### config.mk
export PLATFORM = sky130hd
export DESIGN_NAME = draw_ball
export DESIGN_NICKNAME = d
export VERILOG_FILES = /design/src/rtl/draw_ball_pkg.sv /design/src/rtl/draw_ball_delay.sv /design/src/rtl/draw_ball.sv
export SDC_FILE = /design/constraint.sdc
export NUM_CORES = 1
export LEC_CHECK = 0
export ABC_AREA = 1
export BUFFER_PORTS_ARGS = -buffer_cell sky130_fd_sc_hd__buf_2
export CAP_MARGIN = 10
export CORE_MARGIN = 8
export CORE_UTILIZATION = 40
export CTS_CLUSTER_DIAMETER = 80
export CTS_CLUSTER_SIZE = 10
export DETAILED_ROUTE_END_ITERATION = 7
export GPL_ROUTABILITY_DRIVEN = 0
export PLACE_DENSITY = 0.69
export SLEW_MARGIN = 25
export SYNTH_ARGS = -nofsm -noshare
export SYNTH_HDL_FRONTEND = slang
export SYNTH_SLANG_ARGS = --single-unit
### constraint.sdc
create_clock -name pclk -period 3.65 [get_ports pclk]
set_input_delay 0.73 -clock pclk [delete_from_list [all_inputs] [get_ports pclk]]
set_output_delay 0.73 -clock pclk [all_outputs]
set_load 0.02 [all_outputs]
### src/rtl/draw_ball_pkg.sv
// Shared constants and types for the draw stages: screen geometry, sprite
// defaults, the timing bundle passed between stages, and a span-compare helper.
package draw_ball_pkg;

    localparam logic [10:0] SCREEN_W      = 11'd1024;
    localparam logic [10:0] SCREEN_H      = 11'd768;
    localparam int          BALL_W_DEF    = 64;
    localparam int          BALL_H_DEF    = 64;
    localparam logic [11:0] KEY_COLOR_DEF = 12'hF0F;

    // Timing bundle as it travels down the pipeline, MSB first.
    typedef struct packed {
        logic [10:0] hcount;
        logic [10:0] vcount;
        logic        hsync;
        logic        hblnk;
        logic        vsync;
        logic        vblnk;
    } timing_t;

    localparam int TIMING_W  = $bits(timing_t);
    localparam int DELAY_W   = TIMING_W + 1;
    localparam int DELAY_CLK = 2;

    // 12-bit sums so a start near 2047 cannot wrap into a false hit.
    function automatic logic in_span(input logic [10:0] pos,
                                     input logic [10:0] start,
                                     input logic [11:0] size);
        logic [11:0] stop;
        stop = {1'b0, start} + size;
        return ({1'b0, pos} >= {1'b0, start}) && ({1'b0, pos} < stop);
    endfunction

endpackage

### src/rtl/draw_ball_delay.sv
// Generic register delay line: dout follows din by CLK_DEL clocks, cleared by
// an asynchronous active-low reset.
module draw_ball_delay #(
    parameter int WIDTH   = 27,
    parameter int CLK_DEL = 2
) (
    input  logic             clk,
    input  logic             rst,
    input  logic [WIDTH-1:0] din,
    output logic [WIDTH-1:0] dout
);

    logic [CLK_DEL-1:0][WIDTH-1:0] pipe;

    always_ff @(posedge clk or negedge rst) begin
        if (!rst) begin
            pipe <= '0;
        end else begin
            pipe[0] <= din;
            for (int i = 1; i < CLK_DEL; i++) begin
                pipe[i] <= pipe[i-1];
            end
        end
    end

    assign dout = pipe[CLK_DEL-1];

endmodule

### src/rtl/draw_ball.sv
// Ball sprite overlay stage: composites a keyed sprite from an external
// 1-cycle ROM over the background, with a fixed 3-clock pipeline.
module draw_ball
    import draw_ball_pkg::*;
#(
    parameter int          BALL_W    = BALL_W_DEF,
    parameter int          BALL_H    = BALL_H_DEF,
    parameter logic [11:0] KEY_COLOR = KEY_COLOR_DEF
) (
    input  logic        pclk,
    input  logic        rst,
    input  logic [10:0] hcount_in,
    input  logic [10:0] vcount_in,
    input  logic        hsync_in,
    input  logic        hblnk_in,
    input  logic        vsync_in,
    input  logic        vblnk_in,
    input  logic [11:0] rgb_in,
    input  logic [10:0] xpos,
    input  logic [10:0] ypos,
    input  logic [11:0] rgb_pixel,
    output logic [$clog2(BALL_W)+$clog2(BALL_H)-1:0] rom_addr,
    output logic [10:0] hcount_out,
    output logic [10:0] vcount_out,
    output logic        hsync_out,
    output logic        hblnk_out,
    output logic        vsync_out,
    output logic        vblnk_out,
    output logic [11:0] rgb_out
);

    localparam int XW = $clog2(BALL_W);
    localparam int YW = $clog2(BALL_H);

    logic [10:0]        x_lat;
    logic [10:0]        y_lat;
    logic               vblnk_prev;
    logic               hit;
    logic [XW-1:0]      col;
    logic [YW-1:0]      row;
    logic [11:0]        rgb_s1;
    logic [11:0]        rgb_s2;
    timing_t            timing_in;
    timing_t            timing_d2;
    logic               hit_d2;
    logic [DELAY_W-1:0] dly_in;
    logic [DELAY_W-1:0] dly_out;

    // Position is sampled once per frame so the ball never tears mid-frame.
    always_ff @(posedge pclk or negedge rst) begin
        if (!rst) begin
            x_lat      <= '0;
            y_lat      <= '0;
            vblnk_prev <= 1'b0;
        end else begin
            vblnk_prev <= vblnk_in;
            if (vblnk_in && !vblnk_prev) begin
                x_lat <= xpos;
                y_lat <= ypos;
            end
        end
    end

    assign hit = in_span(hcount_in, x_lat, 12'(BALL_W)) &&
                 in_span(vcount_in, y_lat, 12'(BALL_H));

    assign col = hcount_in[XW-1:0] - x_lat[XW-1:0];
    assign row = vcount_in[YW-1:0] - y_lat[YW-1:0];

    always_ff @(posedge pclk or negedge rst) begin
        if (!rst) begin
            rom_addr <= '0;
        end else if (hit) begin
            rom_addr <= {row, col};
        end
    end

    always_ff @(posedge pclk or negedge rst) begin
        if (!rst) begin
            rgb_s1 <= '0;
            rgb_s2 <= '0;
        end else begin
            rgb_s1 <= rgb_in;
            rgb_s2 <= rgb_s1;
        end
    end

    // The hit flag rides in the spare top bit of the timing delay line, so it
    // is registered alongside rom_addr and lines up with rgb_pixel.
    assign timing_in = {hcount_in, vcount_in, hsync_in, hblnk_in, vsync_in, vblnk_in};
    assign dly_in    = {hit, timing_in};

    draw_ball_delay #(
        .WIDTH   (DELAY_W),
        .CLK_DEL (DELAY_CLK)
    ) u_timing_delay (
        .clk  (pclk),
        .rst  (rst),
        .din  (dly_in),
        .dout (dly_out)
    );

    assign hit_d2    = dly_out[DELAY_W-1];
    assign timing_d2 = dly_out[TIMING_W-1:0];

    always_ff @(posedge pclk or negedge rst) begin
        if (!rst) begin
            hcount_out <= '0;
            vcount_out <= '0;
            hsync_out  <= 1'b0;
            hblnk_out  <= 1'b0;
            vsync_out  <= 1'b0;
            vblnk_out  <= 1'b0;
            rgb_out    <= '0;
        end else begin
            hcount_out <= timing_d2.hcount;
            vcount_out <= timing_d2.vcount;
            hsync_out  <= timing_d2.hsync;
            hblnk_out  <= timing_d2.hblnk;
            vsync_out  <= timing_d2.vsync;
            vblnk_out  <= timing_d2.vblnk;
            if (hit_d2 && (rgb_pixel != KEY_COLOR) && !timing_d2.hblnk && !timing_d2.vblnk) begin
                rgb_out <= rgb_pixel;
            end else begin
                rgb_out <= rgb_s2;
            end
        end
    end

endmodule
==> results of run 1 <==
==> metal layers <==
| metal | global-route usage [%] | vias up | part of all wire (%) |
|---|---|---|---|
| met5 | 0 | - | 0 |
| met4 | 7.673 | 0 | 2.5 |
| met3 | 5.609 | 23 | 9.3 |
| met2 | 21.29 | 112 | 45 |
| met1 | 15.93 | 1770 | 43 |
| li1 | - | 1847 | - |
==> placed cells by master (no fill, tap or decap), types with 3 or more instances in the layout <==
master      count
o21ai_1         3
clkbuf_16      17
a21oi_1        32
clkbuf_8        4
nand4_1        15
nand3_1        14
inv_1          60
nor4_1          3
nor2_1         39
buf_4           3
buf_2         122
o21ai_0        14
xor2_1          7
ha_1           34
dfrtp_1       150
nand3_2         4
xnor2_1         5
clkinvlp_4      5
nand2_1        88
==> registers in the layout (all words and copies together) (netlist names) <==
register	cells
vsync_out	1
hblnk_out	1
hcount_out	11
u_timing_delay.dout	27
rgb_s1	12
vblnk_out	1
vcount_out	11
rom_addr	12
y_lat	11
rgb_out	12
x_lat	11
hsync_out	1
u_timing_delay.pipe	27
rgb_s2	12
==> cell families after synthesis <==
family	after synthesis	synth area share, %
adder cells (fa/ha/maj)	36	8.237
buffers and inverters	72	5.027
flip-flops	150	66.43
XOR/XNOR	12	1.860
AO/OA/AOI/OAI	52	4.739
multiplexers	2	0.3986
AND/OR/NAND/NOR	170	13.31
==> cell usage after synthesis (all sizes together) <==
cell type	number
dfrtp	150
nand2	88
inv	62
nor2	43
ha	34
a21oi	32
nand3	18
o21ai	17
nand4	15
xor2	7
clkbuf	6
xnor2	5
buf	4
nor4	3
a21o	2
fa	2
mux2	2
or2	2
nor3	1
o21a	1
==> power breakdown <==
group	switching [uW]	total, uW	internal (uW)	leakage [uW]
sequential	75.4	1900	1830	0.00175
clock	665	1680	1010	0.000267
combinational	536	824	288	0.00169
==> worst min path at each step <==
stage | endpoint | slack, ns | cells after the start
2_1_floorplan | hcount_out[0] | 0.33 | 0
3_3_place_gp | vcount_out[5] | 0.33 | 0
3_5_place_dp | rgb_s2[10] | 0.33 | 0
4_1_cts | hsync_out | 0.31 | 1
5_1_grt | vcount_out[8] | 0.35 | 0
6_report | hsync_out | 0.31 | 1
==> per-stage QoR <==
stage                     util [%]  total power [uW]
after floorplan                  -              2455
after global placement       46.93              2734
after detailed placement     46.93              2764
after CTS                    51.11              4467
after global routing         51.11              4645
final                        51.11              4403
==> final cells by class <==
cell class	count	area share, %
Tap cell	180	3.187
Sequential cell	150	53.12
Clock inverter	9	1.328
Clock buffer	22	6.852
Timing Repair Buffer	127	9.402
Inverter	62	3.293
Multi-Input combinational cell	272	22.82
==> results.sh, run 1 <==
export IMPL_status="finished clean"
export IMPL_final_cells=822
export IMPL_ir_worst_vdd_mv=0.2924
export IMPL_cts_path_max_buffers=2
export IMPL_grtUsageTotal_pct=13.76
export IMPL_crit_type="reg2reg"
export IMPL_synth_distinct_cells=27
export IMPL_drtPass1Iterations=4
export IMPL_finalMaxSlewViolations=0
export IMPL_critical_path_top_delay_family="simple AND/OR/NAND/NOR gates"
export IMPL_drt_wirelength_per_cell_um=14.16
export IMPL_clock_skew_ns=0.005740
export IMPL_post_route_period_util_pct=66.33
export IMPL_setup_viol=0
export IMPL_r2r_slack_ns=1.23
export IMPL_final_hold_viol_count=0
export IMPL_grt_max_degree=73
export IMPL_cts_setup_buffers=0
export IMPL_crit_buf_inv=1
export IMPL_die_h_um=134.9
export IMPL_fmax_ghz=0.4130
export IMPL_cp_arrival_ns=2.72
export IMPL_rsz0062_at_grt="no"
export IMPL_cts_tree="yes"
export IMPL_path_depth=12
export IMPL_placed_cell_area_um2=6489
export IMPL_whs_ns=0.3082
export IMPL_max_stage_delay_ns=0.43
export IMPL_clkTransAtPathRegs_ns=0.06
export IMPL_viasPerCell=4.564
export IMPL_totalWireLength_um=11640
export IMPL_drive_above_1_share_pct=26.32
export IMPL_yosys_area_top_type_share_pct=66.43
export IMPL_syn_avg_cell_area_um2=11.44
export IMPL_synthCells=494
export IMPL_nFillCells=1252
export IMPL_port_buffers=123
export IMPL_clock_latency_ns=0.42
export IMPL_cts_root_buf="clkbuf_16"
export IMPL_post_place_ws_ns=0.8522
export IMPL_grt_overflow=0
export IMPL_num_nets_final=740
export IMPL_grt_antenna_before_repair=0
export IMPL_dp_final_hpwl_um=8718
export IMPL_design_area_um2=7067
export IMPL_cp_endpoint="rom_addr[6]"
export IMPL_reg2reg_to="rom_addr[6]"
export IMPL_htreeDepth=4
export IMPL_cpMostUsedCell="nand2_1"
export IMPL_start_util_pct=40.87
export IMPL_regArea_um2=3754
export IMPL_synth_seq_cells=150
export IMPL_crit_path_end_kind="flip-flop"
export IMPL_drt_first_iter_violations=93
export IMPL_drc=0
export IMPL_cts_resized_gates=0
export IMPL_fp_row_count=43
export IMPL_ys_warnings_count=0
export IMPL_cp_startpoint="y_lat[6]"
export IMPL_tns_ns=0
export IMPL_n_antenna_cell=0
export IMPL_slew_headroom_pct=54.44
export IMPL_layout_setup_ws_ns=1.229
export IMPL_critPathMaxFanout=13
export IMPL_reg2reg_depth=12
export IMPL_dp_cells=791
export IMPL_min_path_type="in2async"
export IMPL_worst_slew_pin_slew_ns=0.6815
export IMPL_worstPathCellList="ha_1, nand3_1, xor2_1, ha_1, inv_1, nor2_1, nand2_1, nand3_2, nor2_4, nand3_2, nand2_1, nand2_1"
export IMPL_grt_pass1_vias=4044
export IMPL_die_w_um=134.9
export IMPL_ys_seq_area_share_pct=66.43
export IMPL_grt_pass1_wl_um=19490
export IMPL_numCtsBuffers=17
export IMPL_synth_area_leaders="dfrtp_1, ha_1, nand2_1, inv_1, a21oi_1"
export IMPL_powerDensity_nw_per_um2=623.1
export IMPL_syn_area_um2=5650
export IMPL_cts_num_sinks=150
export IMPL_required_ns=3.95
export IMPL_hold_buffers=0
export IMPL_synth_nets=604
export IMPL_r2r_start="y_lat[6]"
export IMPL_core_area_um2=13830
export IMPL_maxCapViolCount=0
export IMPL_startpoint_type="flip-flop"
export IMPL_period_needed_ns=2.421
export IMPL_syn_to_final_growth_pct=25.07
export IMPL_multi_input_area_um2=1613
export IMPL_leakage_uw=0.003710
export IMPL_slowest_stage="dfrtp_1"
export IMPL_die_area_um2=18190
export IMPL_pin_count=124
export IMPL_vias=3752
export IMPL_synth_top_cell_by_area="dfrtp_1"
export IMPL_ant_nets=0
Note: power is estimated with default switching activity, not from simulation.
==> run 2, diff against run 1 <==
Clock period 3.65 ns to 2.23 ns, I/O delays scaled along.
==> run 2 against run 1 <==
Clock skew is 0.0021 ns higher. First-iteration DRC count is 94% higher. Sequential share of layout area is 1.9 points lower. Core utilization is 1.9 points higher. Wire length is 3.2% higher. Clock-buffer cell count is 5 lower. Sequential power is 64% higher. Sequential cell count stayed put. Largest cell class unchanged.
==> results.sh, run 2 (same netlist as run 1, synthesis figures left out) <==
export IMPL_final_cells=836
export IMPL_tns_ns=0
export IMPL_start_util_pct=40.87
export IMPL_critical_path_top_delay_family="simple AND/OR/NAND/NOR gates"
export IMPL_required_ns=2.53
export IMPL_swShare_pct=28.14
export IMPL_cts_path_max_buffers=2
export IMPL_totalWireLength_um=12020
export IMPL_post_route_period_util_pct=92.68
export IMPL_whs_ns=0.009749
export IMPL_sequentialPowerShare_pct=40.5
export IMPL_max_stage_delay_ns=0.42
export IMPL_grt_pass1_vias=4047
export IMPL_clock_latency_ns=0.41
export IMPL_dp_cells=797
export IMPL_maxCapViolCount=0
export IMPL_startpoint_type="flip-flop"
export IMPL_numCtsBuffers=17
export IMPL_leakage_uw=0.003822
export IMPL_grt_max_degree=61
export IMPL_cp_arrival_ns=2.36
export IMPL_clkPwrFrac_pct=40.2
export IMPL_fmax_ghz=0.4838
export IMPL_die_h_um=134.9
export IMPL_clock_skew_ns=0.007809
export IMPL_drtPass1Iterations=4
export IMPL_port_buffers=123
export IMPL_grt_antenna_before_repair=0
export IMPL_core_area_um2=13830
export IMPL_nFillCells=1228
export IMPL_final_util_pct=52.96
export IMPL_grtUsageTotal_pct=13.50
export IMPL_clkTransAtPathRegs_ns=0.06
export IMPL_finalMaxSlewViolations=0
export IMPL_drc=0
export IMPL_worstPathCellList="buf_4, nand3_2, xor2_1, ha_1, a21o_1, nand2_1, nand3_2, nor2_4, nand3_4, nand2_1, nand2_1"
export IMPL_slew_headroom_pct=54.65
export IMPL_crit_type="reg2reg"
export IMPL_regArea_um2=3754
export IMPL_final_cell_mix="dfrtp_1, buf_2, nand2_1, inv_1, nor2_1"
export IMPL_htreeDepth=4
export IMPL_crit_path_end_kind="flip-flop"
export IMPL_combPwrFrac_pct=19.3
export IMPL_ant_nets=0
export IMPL_final_hold_viol_count=0
export IMPL_viasPerCell=4.578
export IMPL_powerDensity_nw_per_um2=1053
export IMPL_grt_pass1_wl_um=19090
export IMPL_fp_row_count=43
export IMPL_die_w_um=134.9
export IMPL_crit_buf_inv=1
export IMPL_dp_final_hpwl_um=8962
export IMPL_critPathMaxFanout=7
export IMPL_drive_above_1_share_pct=29.20
export IMPL_cts_num_sinks=150
export IMPL_setup_viol=0
export IMPL_p_int_uw=5540
export IMPL_multi_input_area_um2=1695
export IMPL_drt_first_iter_violations=180
export IMPL_cts_root_buf="clkbuf_16"
export IMPL_vias=3827
export IMPL_cpMostUsedCell="nand2_1"
export IMPL_die_area_um2=18190
export IMPL_syn_to_final_growth_pct=29.61
export IMPL_pin_count=124
export IMPL_num_nets_final=752
export IMPL_grt_overflow=0
export IMPL_period_needed_ns=2.067
export IMPL_ir_worst_vdd_mv=0.5425
export IMPL_drt_wirelength_per_cell_um=14.37
export IMPL_status="finished clean"
export IMPL_layout_commonest_cell="dfrtp_1"
export IMPL_slowest_stage="dfrtp_1"
export IMPL_p_sw_uw=2169
export IMPL_cts_tree="yes"
export IMPL_min_path_type="in2async"
export IMPL_worst_slew_pin_slew_ns=0.6786
-- run 2: cell count changes in the layout (fill, tap and decap cells not counted), sizes merged --
cell      previous run  this run
bufinv               1         5
clkinv               1         4
inv                 64        65
diode                0         2
nand3               18        19
clkbuf              22        17
clkinvlp             5         2
buf                127       138
-- run 2: metrics by stage --
stage          worst slack, ns  area (um2)  total power, uW
2_1_floorplan           0.2460        5650             4019
3_3_place_gp          0.001677        6546             4519
3_5_place_dp          -0.04614        6546             4575
4_1_cts                0.02209        7194             7722
5_1_grt              -0.003614        7318             8106
6_report                0.1632        7323             7708
-- run 2: power by group through the flow --
stage / sequential (uW) / clock (uW) / combinational (uW)
finish: 3120 / 3100 / 1480
CTS: 3120 / 3190 / 1420
global route: 3150 / 3290 / 1660
global placement: 3150 / 0 / 1370
detailed placement: 3170 / 0 / 1410
floorplan: 3330 / 0 / 686
-- run 2: metal layers --
metal,vias to the layer above,routed length (um),global-route usage (%)
li1,1879,-,-
met1,1830,5135,15.74
met2,107,5752,21.48
met3,11,977,5.832
met4,0,151,5.365
met5,-,0,0
-- run 2: worst paths after layout --
path                                              from                     end  slack, ns  depth (start not counted)
worst max-delay path                          y_lat[6]             rom_addr[8]       0.16                         11
worst min-delay path                               rst               hsync_out       0.01                          1
worst max register to register                y_lat[6]             rom_addr[8]       0.16                         11
worst min register to register  u_timing_delay.pipe[4]  u_timing_delay.dout[4]       0.34                          0
max in group asynchronous                          rst           hcount_out[7]       1.46                          2
min in group pclk                            rgb_in[4]               rgb_s1[4]       0.14                          1
-- run 2: cell type report --
type	count	share of cell area (%)
sequential	150	51.26
multi-input combinational	273	23.15
timing repair buffer	138	10.42
clock buffer	17	5.809
inverter	62	3.178
tap	180	3.075
clock inverter	14	3.041
antenna	2	0.06834
-- run 2: worst reg2reg max path, delay by kind of cell (launching register included) --
family / cells / cell delay (ns)
simple gates: 7 / 0.76
flops: 1 / 0.42
xor+xnor: 1 / 0.17
buf+inv: 1 / 0.15
fa+ha+maj: 1 / 0.30
compound gates: 1 / 0.16
-- run 2: what timing repair did --
| action | 4_1_cts | 5_1_grt |
|---|---|---|
| endpoints found under the setup margin | 0 | 13 |
| gates resized for setup | 0 | 13 |
| setup buffers | 0 | 5 |
| hold buffers | 0 | 0 |
